`src/rtl/frame_compositor_pkg.sv`:
```
// Shared parameters and types for the game-logic / compositor blocks.
// Sprite geometry, player reset positions and colour constants live here.
package frame_compositor_pkg;

  localparam int POSITION_DEPTH     = 10;
  localparam int SPRITE_INDEX_DEPTH = 4;
  localparam int SCREEN_W           = 640;
  localparam int SPRITE_W           = 64;
  localparam int SPRITE_H           = 64;
  localparam int GROUND_Y           = 400;
  localparam int SPRITE_TOP         = GROUND_Y - SPRITE_H;
  localparam int COLOR_DEPTH        = 12;
  localparam int P1_START           = 100;
  localparam int P2_START           = 476;

  localparam int COL_W  = $clog2(SPRITE_W);
  localparam int ROW_W  = $clog2(SPRITE_H);
  localparam int ADDR_W = SPRITE_INDEX_DEPTH + ROW_W + COL_W;

  localparam logic [COLOR_DEPTH-1:0] TRANSPARENT = 12'hF0F;
  localparam logic [COLOR_DEPTH-1:0] BG_COLOR    = 12'h000;

  typedef logic [POSITION_DEPTH-1:0]     pos_t;
  typedef logic [SPRITE_INDEX_DEPTH-1:0] index_t;
  typedef logic [COLOR_DEPTH-1:0]        color_t;
  typedef logic [ADDR_W-1:0]             addr_t;

  typedef struct packed {
    pos_t   pos;
    index_t sprite;
  } player_t;

endpackage

```
`src/rtl/frame_compositor_sprite_hit_addr.sv`:
```
// Stage-0 bounding-box test and sprite-ROM address for one player.
// MIRROR=1 flips the column so the sprite faces left.
module sprite_hit_addr
  import frame_compositor_pkg::*;
#(
  parameter bit MIRROR = 1'b0
) (
  input  logic [9:0] pixel_x,
  input  logic [9:0] pixel_y,
  input  logic       pixel_valid,
  input  player_t    player,
  output logic       hit,
  output addr_t      addr
);

  logic [POSITION_DEPTH:0] x_ext;
  logic [POSITION_DEPTH:0] left;
  logic [POSITION_DEPTH:0] right;
  logic [COL_W-1:0]        dx;
  logic [COL_W-1:0]        col;
  logic [ROW_W-1:0]        row;

  always_comb begin
    // One extra bit on the right edge so a sprite near the screen edge clips instead of wrapping.
    x_ext = (POSITION_DEPTH+1)'(pixel_x);
    left  = {1'b0, player.pos};
    right = left + (POSITION_DEPTH+1)'(SPRITE_W);
    hit   = pixel_valid
          && (x_ext >= left) && (x_ext < right)
          && (pixel_x < 10'(SCREEN_W))
          && (pixel_y >= 10'(SPRITE_TOP)) && (pixel_y < 10'(GROUND_Y));
    dx    = COL_W'(pixel_x - 10'(player.pos));
    row   = ROW_W'(pixel_y - 10'(SPRITE_TOP));
    col   = MIRROR ? (COL_W'(SPRITE_W - 1) - dx) : dx;
    addr  = {player.sprite, row, col};
  end

endmodule

```
`src/rtl/frame_compositor.sv`:
```
// Snapshots both players at frame boundaries and composites their sprites
// over the background through a fixed 3-cycle pixel pipeline.
module frame_compositor
  import frame_compositor_pkg::*;
(
  input  logic                          sys_clk,
  input  logic                          rst,
  input  logic [POSITION_DEPTH-1:0]     p1_position,
  input  logic [POSITION_DEPTH-1:0]     p2_position,
  input  logic [SPRITE_INDEX_DEPTH-1:0] p1_sprite,
  input  logic [SPRITE_INDEX_DEPTH-1:0] p2_sprite,
  input  logic                          done_gen,
  input  logic                          frame_start,
  input  logic [9:0]                    pixel_x,
  input  logic [9:0]                    pixel_y,
  input  logic                          pixel_valid,
  output logic [ADDR_W-1:0]             rom1_addr,
  input  logic [COLOR_DEPTH-1:0]        rom1_data,
  output logic [ADDR_W-1:0]             rom2_addr,
  input  logic [COLOR_DEPTH-1:0]        rom2_data,
  output logic [COLOR_DEPTH-1:0]        color_out,
  output logic                          color_valid,
  output logic                          frame_dropped,
  output logic [7:0]                    drop_count
);

  player_t snap1_reg, snap2_reg;
  logic    hit1, hit2;
  addr_t   addr1, addr2;
  addr_t   rom1_addr_reg, rom2_addr_reg;
  logic    hit1_s1_reg, hit2_s1_reg, valid_s1_reg;
  logic    hit1_s2_reg, hit2_s2_reg, valid_s2_reg;
  color_t  color_reg, color_next;
  logic    color_valid_reg;
  logic    frame_dropped_reg;
  logic [7:0] drop_count_reg;

  sprite_hit_addr #(.MIRROR(1'b0)) u_p1 (
    .pixel_x(pixel_x), .pixel_y(pixel_y), .pixel_valid(pixel_valid),
    .player(snap1_reg), .hit(hit1), .addr(addr1)
  );

  sprite_hit_addr #(.MIRROR(1'b1)) u_p2 (
    .pixel_x(pixel_x), .pixel_y(pixel_y), .pixel_valid(pixel_valid),
    .player(snap2_reg), .hit(hit2), .addr(addr2)
  );

  // Snapshot updates at the edge, so a pixel sharing the frame_start cycle still sees the old one.
  always_ff @(posedge sys_clk) begin
    if (rst) begin
      snap1_reg         <= '{pos: pos_t'(P1_START), sprite: '0};
      snap2_reg         <= '{pos: pos_t'(P2_START), sprite: '0};
      frame_dropped_reg <= 1'b0;
      drop_count_reg    <= 8'd0;
    end else begin
      frame_dropped_reg <= frame_start && !done_gen;
      if (frame_start && done_gen) begin
        snap1_reg <= '{pos: p1_position, sprite: p1_sprite};
        snap2_reg <= '{pos: p2_position, sprite: p2_sprite};
      end else if (frame_start && (drop_count_reg != 8'hFF)) begin
        drop_count_reg <= drop_count_reg + 8'd1;
      end
    end
  end

  always_comb begin
    color_next = BG_COLOR;
    if (hit1_s2_reg && (rom1_data != TRANSPARENT)) begin
      color_next = rom1_data;
    end else if (hit2_s2_reg && (rom2_data != TRANSPARENT)) begin
      color_next = rom2_data;
    end
  end

  always_ff @(posedge sys_clk) begin
    if (rst) begin
      rom1_addr_reg   <= '0;
      rom2_addr_reg   <= '0;
      hit1_s1_reg     <= 1'b0;
      hit2_s1_reg     <= 1'b0;
      valid_s1_reg    <= 1'b0;
      hit1_s2_reg     <= 1'b0;
      hit2_s2_reg     <= 1'b0;
      valid_s2_reg    <= 1'b0;
      color_reg       <= BG_COLOR;
      color_valid_reg <= 1'b0;
    end else begin
      if (hit1) rom1_addr_reg <= addr1;
      if (hit2) rom2_addr_reg <= addr2;
      hit1_s1_reg     <= hit1;
      hit2_s1_reg     <= hit2;
      valid_s1_reg    <= pixel_valid;
      hit1_s2_reg     <= hit1_s1_reg;
      hit2_s2_reg     <= hit2_s1_reg;
      valid_s2_reg    <= valid_s1_reg;
      color_reg       <= color_next;
      color_valid_reg <= valid_s2_reg;
    end
  end

  assign rom1_addr     = rom1_addr_reg;
  assign rom2_addr     = rom2_addr_reg;
  assign color_out     = color_reg;
  assign color_valid   = color_valid_reg;
  assign frame_dropped = frame_dropped_reg;
  assign drop_count    = drop_count_reg;

endmodule

```
`config.mk`:
```
export PLATFORM = sky130hd
export DESIGN_NAME = frame_compositor
export DESIGN_NICKNAME = d
export VERILOG_FILES = /design/src/rtl/frame_compositor_pkg.sv /design/src/rtl/frame_compositor_sprite_hit_addr.sv /design/src/rtl/frame_compositor.sv
export SDC_FILE = /design/constraint.sdc
export NUM_CORES = 1
export LEC_CHECK = 0
export CORE_MARGIN = 8
export CORE_UTILIZATION = 30
export CTS_CLUSTER_DIAMETER = 200
export DETAILED_ROUTE_END_ITERATION = 7
export PLACE_DENSITY = 0.66
export SYNTH_ARGS = -nofsm -noshare
export SYNTH_HDL_FRONTEND = slang
export SYNTH_HIERARCHICAL = 1
export SYNTH_SLANG_ARGS = --single-unit
```
`constraint.sdc`:
```
create_clock -name sys_clk -period 4.6 [get_ports sys_clk]
set_input_delay 0.92 -clock sys_clk [delete_from_list [all_inputs] [get_ports sys_clk]]
set_output_delay 0.92 -clock sys_clk [all_outputs]
set_load 0.1 [all_outputs]
```
# == After elaboration in Yosys (flattened, before gate mapping) ==
# Index checks and enable logic that the tools add are counted.
# totals
ff_bits,88
inputBits,77
out_inout_bits,54
# classes
add_sub_neg,7
order_cmp,7
n_eq_ne,3
mux,2
bitwise_logic,1
n_reduce_logical,17
# ops
op,n
12-bit two-way mux,2
12-bit inequality test (second input constant),2
10-bit by 7-bit adder with 11-bit output (second input constant),2
10-bit by 11-bit < comparator with 1-bit output,2
10-bit greater-or-equal comparator,2
1-bit logical AND,15
6-bit subtractor,2
10-bit by 9-bit greater-or-equal comparator with 1-bit output (second input constant),1
10-bit < comparator (second input constant),1
10-bit by 9-bit < comparator with 1-bit output (second input constant),1
8-bit by 1-bit adder with 8-bit output (second input constant),1
8-bit inequality test (second input constant),1
6-bit by 5-bit subtractor with 6-bit output (second input constant),1
6-bit subtractor (first input constant),1
2-bit AND reduction,1
1-bit zero test,1
1-bit NOT,1

# == Longest topological paths before layout ==
# depth
depth_word,6
depth_mapped,13
ltp_nobuf,11

# == Modules after synthesis ==
# The synthesis kept the hierarchy.
# by_module_without_submodules
module,instances,cells_per_inst,area_per_inst_um2,seq_area_each_um2
frame_compositor,1,345,3240.6,1761.7
sprite_hit_addr (u_p2),1,103,769.5,0.0
sprite_hit_addr (u_p1),1,89,656.9,0.0

# == Worst setup path after synthesis ==
# Ideal clock, no wire load.
# synth_timing
kind,input to register
from,input port pixel_x[0]
to,"register rom1_addr_reg[10], in the netlist rom1_addr[10]"
t_arrival_ns,3.052
required_ns,4.472
setup_slack_ns,1.421
stages,13
path_buffers,2
cell_sequence,inv_1 ha_1 inv_1 fa_1 a21o_1 a21oi_2 a211oi_2 a2111oi_1 nor4bb_1 clkbuf_1 buf_2 mux2i_1 nor2_1
# synth_between
elab_chain_cells,6
word_cells_on_any_way,8
cone_classes,3 x order compare; 5 x reduce/logical
# synth_lines
element,line_no,text
from (decl),frame_compositor.sv:14,"input logic [9:0] pixel_x,"
10-bit greater-or-equal comparator,frame_compositor_sprite_hit_addr.sv:29,&& (x_ext >= left) && (x_ext < right)
1-bit logical AND (2 in series),frame_compositor_sprite_hit_addr.sv:29,
1-bit logical AND (*),frame_compositor_sprite_hit_addr.sv:30,&& (pixel_x < 10'(SCREEN_W))
1-bit logical AND (*) (2 in series),frame_compositor_sprite_hit_addr.sv:31,&& (pixel_y >= 10'(SPRITE_TOP)) && (pixel_y < 10'(GROUND_Y));
via hit1,frame_compositor.sv:28,"logic hit1, hit2;"
to (signal assigned),frame_compositor.sv:88,if (hit1) rom1_addr_reg <= addr1;
to (decl),frame_compositor.sv:30,"addr_t rom1_addr_reg, rom2_addr_reg;"
# The timed path passes the listed nets; every way through them passes the cells marked *.
# A chain may end at the register's enable or synchronous reset.

# == Worst setup path in the final report ==
# layout_timing
from,input port pixel_x[0]
to,"register rom1_addr_reg[1], in the netlist rom1_addr[1]"
# Same word-level chain as after synthesis.

==> results.py <==
metrics = {
    "finish": {
        "layout_commonest_cell": "clkdlybuf4s50_1",
        "drive_gt1_share_pct": 4.15,
        "layout_common_cells": "129 x clkdlybuf4s50_1, 88 x dfxtp_1, 66 x nand2_1",
        "nFillCells": 1507,
        "register_area_mm2": 0.00176,
        "multi_input_area_mm2": 0.00254,
        "syn_to_final_growth_pct": 36.9,
        "insertedDiodeCount": 0,
        "fin_nets": 763,
    },
    "worst_setup_path": {
        "critPathKind": "input port to flop",
        "path_cells": "clkdlybuf4s50_1, inv_1, ha_1, inv_1, fa_1, a21o_1, a21oi_2, a211oi_2, a2111oi_1, nor4bb_4, buf_4, mux2i_1, nor2_1",
        "timing.rr.start": "snap1_reg[4]",
        "critPathCaptureType": "flop",
        "required_ns": 4.81,
        "crit_start": "pixel_x[0]",
        "critPathArrivalTime_ns": 3.74,
        "cp_max_fo": 13,
        "path_common_cell": "inv_1",
        "slowest_stage": "a2111oi_1",
        "critPathMaxStageDelay_ns": 0.57,
        "startpoint_type": "input port",
    },
    "clock_network": {
        "cts.sinks": 88,
        "htreeDepth": 3,
        "post_cts.repair.setup_buffers": 0,
        "clockBufferDepth": 2,
        "holdBufCountCts": 0,
        "root_buffer": "clkbuf_16",
        "numCtsBuffers": 9,
        "cts_resized": 0,
        "cts_tree": "yes",
        "clk_pin_slew_worst_paths_ns": 0.06,
        "clkLatencyLatePin_ns": 0.34,
    },
    "logic_synthesis": {
        "syn_avg_cell_area_um2": 8.69,
        "ys_seq_area_share_pct": 37.7,
        "syn-cell-area_mm2": 0.00467,
        "synth_cell_types": 49,
        "synth-async-reset-ratio_pct": 0,
        "syn_nets": 655,
        "synth_edf_count": 0,
        "synthFlopType": "dfxtp_1",
        "ys_warn_count": 6,
        "yosys_register_bits": 88,
        "synthCells": 537,
    },
    "timing": {
        "setup_viol": 0,
        "worst_pin_slew_ns": 1.08,
        "max_freq_ghz": 0.283,
        "slew-limit-headroom_pct": 28.2,
        "grt_setup_unrepaired": "false",
        "skew_ns": 0.00476,
        "finalCriticalPeriod_ns": 3.53,
        "tns_ns": 0,
        "slew_viol_final": 0,
        "fin_crit_sh_pct": 76.8,
        "final_hold_viol_count": 0,
    },
    "route": {
        "wire_per_inst_um": 15.5,
        "first_pass_iters": 4,
        "drt.antenna.violating_nets": 0,
        "drc_errors": 0,
        "vias_per_cell": 4.78,
        "wirelength_um": 13000,
        "dr.first_iter.drc_count": 161,
        "vias": 4005,
    },
    "placed_design": {
        "place_congestion": 0.806,
        "port_buffers": 130,
        "hpwl_um": 10400,
    },
    "power": {
        "p_leak_uw": 0.00256,
        "p_switching_uw": 464,
        "intPower_uw": 1430,
        "ir_drop_uv": 198,
        "total_power_uw": 1890,
        "swShare_pct": 24.6,
        "powerDensity_mw_per_mm2": 296,
        "p_seq_share_pct": 41.9,
        "p_clk_share_pct": 42.6,
        "p_comb_share_pct": 15.5,
    },
    "floorplanning": {
        "die_h_um": 141,
        "dieArea_mm2": 0.0198,
        "core_area_mm2": 0.0152,
        "die_width_um": 141,
        "start_util_pct": 30.7,
        "ioPinCount": 131,
        "rows": 45,
    },
    "grt": {
        "grt_pass1_vias": 4089,
        "met3_usage_pct": 3.54,
        "busiest_layer": "met2",
        "overflow": 0,
        "grt_pass1_wl_um": 20900,
        "globalRouteTotalUtil_pct": 13.2,
        "antenna_found_initial": 1,
        "grt_max_degree": 55,
        "use_met2_pct": 22.5,
        "met1_usage_pct": 15.3,
    },
    "outcome": {
        "status": "finished, final reports clean",
    },
    "min_path": {
        "hp-start": "hit1_s1_reg",
        "hold_path.class": "flop to flop",
    },
    "job": {
        "drv_cap": 0,
    },
}
[power groups by stage]
stage / Sequential, uW / Combinational [uW] / Clock, uW
finish: 791 / 293 / 805
global route: 793 / 324 / 868
CTS: 792 / 294 / 833
detailed placement: 809 / 292 / 0
global placement: 808 / 283 / 0
floorplan: 826 / 157 / 0
[cell families after synthesis]
| kind of cell | after synthesis | synth area share [%] |
|---|---|---|
| and+or+nand+nor | 187 | 20.2 |
| DFF | 88 | 37.7 |
| buffers and inverters | 87 | 8.34 |
| AOI/OAI and AO/OA | 86 | 12.4 |
| adders and majority gates | 41 | 11.3 |
| muxes | 34 | 7.29 |
| xor gates and xnor gates | 14 | 2.63 |
[path summary, 6_finish.rpt]
check                 end  slack [ns]  depth (start not counted)
max          rom1_addr[1]        1.07                         13
min           hit1_s2_reg        0.44                          1
max reg2reg  rom1_addr[1]        1.82                         11
min reg2reg   hit1_s2_reg        0.44                          1
[critical path: cells and delay by family]
| kind | cells | cell delay [ns] |
|---|---|---|
| compound gates | 4 | 1.04 |
| buf+inv | 4 | 0.84 |
| fa+ha+maj | 2 | 0.55 |
| simple gates | 2 | 0.21 |
| mux | 1 | 0.17 |
[layer usage]
layer | share of wire (%) | up-vias
li1 | - | 2027
met1 | 45 | 1862
met2 | 48 | 97
met3 | 4.9 | 17
met4 | 2.1 | 2
met5 | 0.12 | -
[synthesized netlist by cell type, drive strengths merged (5+ instances only)]
library cell | n | area share (%)
dfxtp | 88 | 38
a21o | 11 | 1.8
xor2 | 5 | 0.94
a211oi | 5 | 1.0
nand3b | 23 | 3.7
xnor2 | 9 | 1.7
ha | 39 | 10
nor2b | 11 | 1.5
nor2 | 47 | 3.8
buf | 18 | 2.8
nand4 | 6 | 0.80
clkbuf | 19 | 1.5
inv | 50 | 4.0
nand3 | 8 | 0.86
nand2 | 66 | 5.3
o21ai | 10 | 1.1
o31ai | 10 | 1.6
a21oi | 36 | 3.9
mux2i | 34 | 7.3
[through the flow]
| stage | setup WS (ns) | instance area (um^2) | hold WS [ns] | util [%] | instances |
|---|---|---|---|---|---|
| 6_report | 1.07 | 6390 | 0.436 | 42.0 | 838 |
| 2_1_floorplan | 1.42 | 4670 | 0.414 | - | 537 |
| 4_1_cts | 1.07 | 6390 | 0.441 | 42.0 | 838 |
| 3_3_place_gp | 0.786 | 6050 | 0.421 | 39.8 | 822 |
| 5_1_grt | 0.931 | 6390 | 0.453 | 42.0 | 838 |
| 3_5_place_dp | 0.704 | 6050 | 0.426 | 39.8 | 822 |
[layout make-up]
type	count	area share, %
clock buffer	12	4.02
multi-input combinational	362	39.8
tap	188	3.68
inverter	50	2.94
timing repair buffer	134	20.8
clock inverter	4	1.19
sequential	88	27.6
No activity file was read; power rests on OpenSTA's default activity.
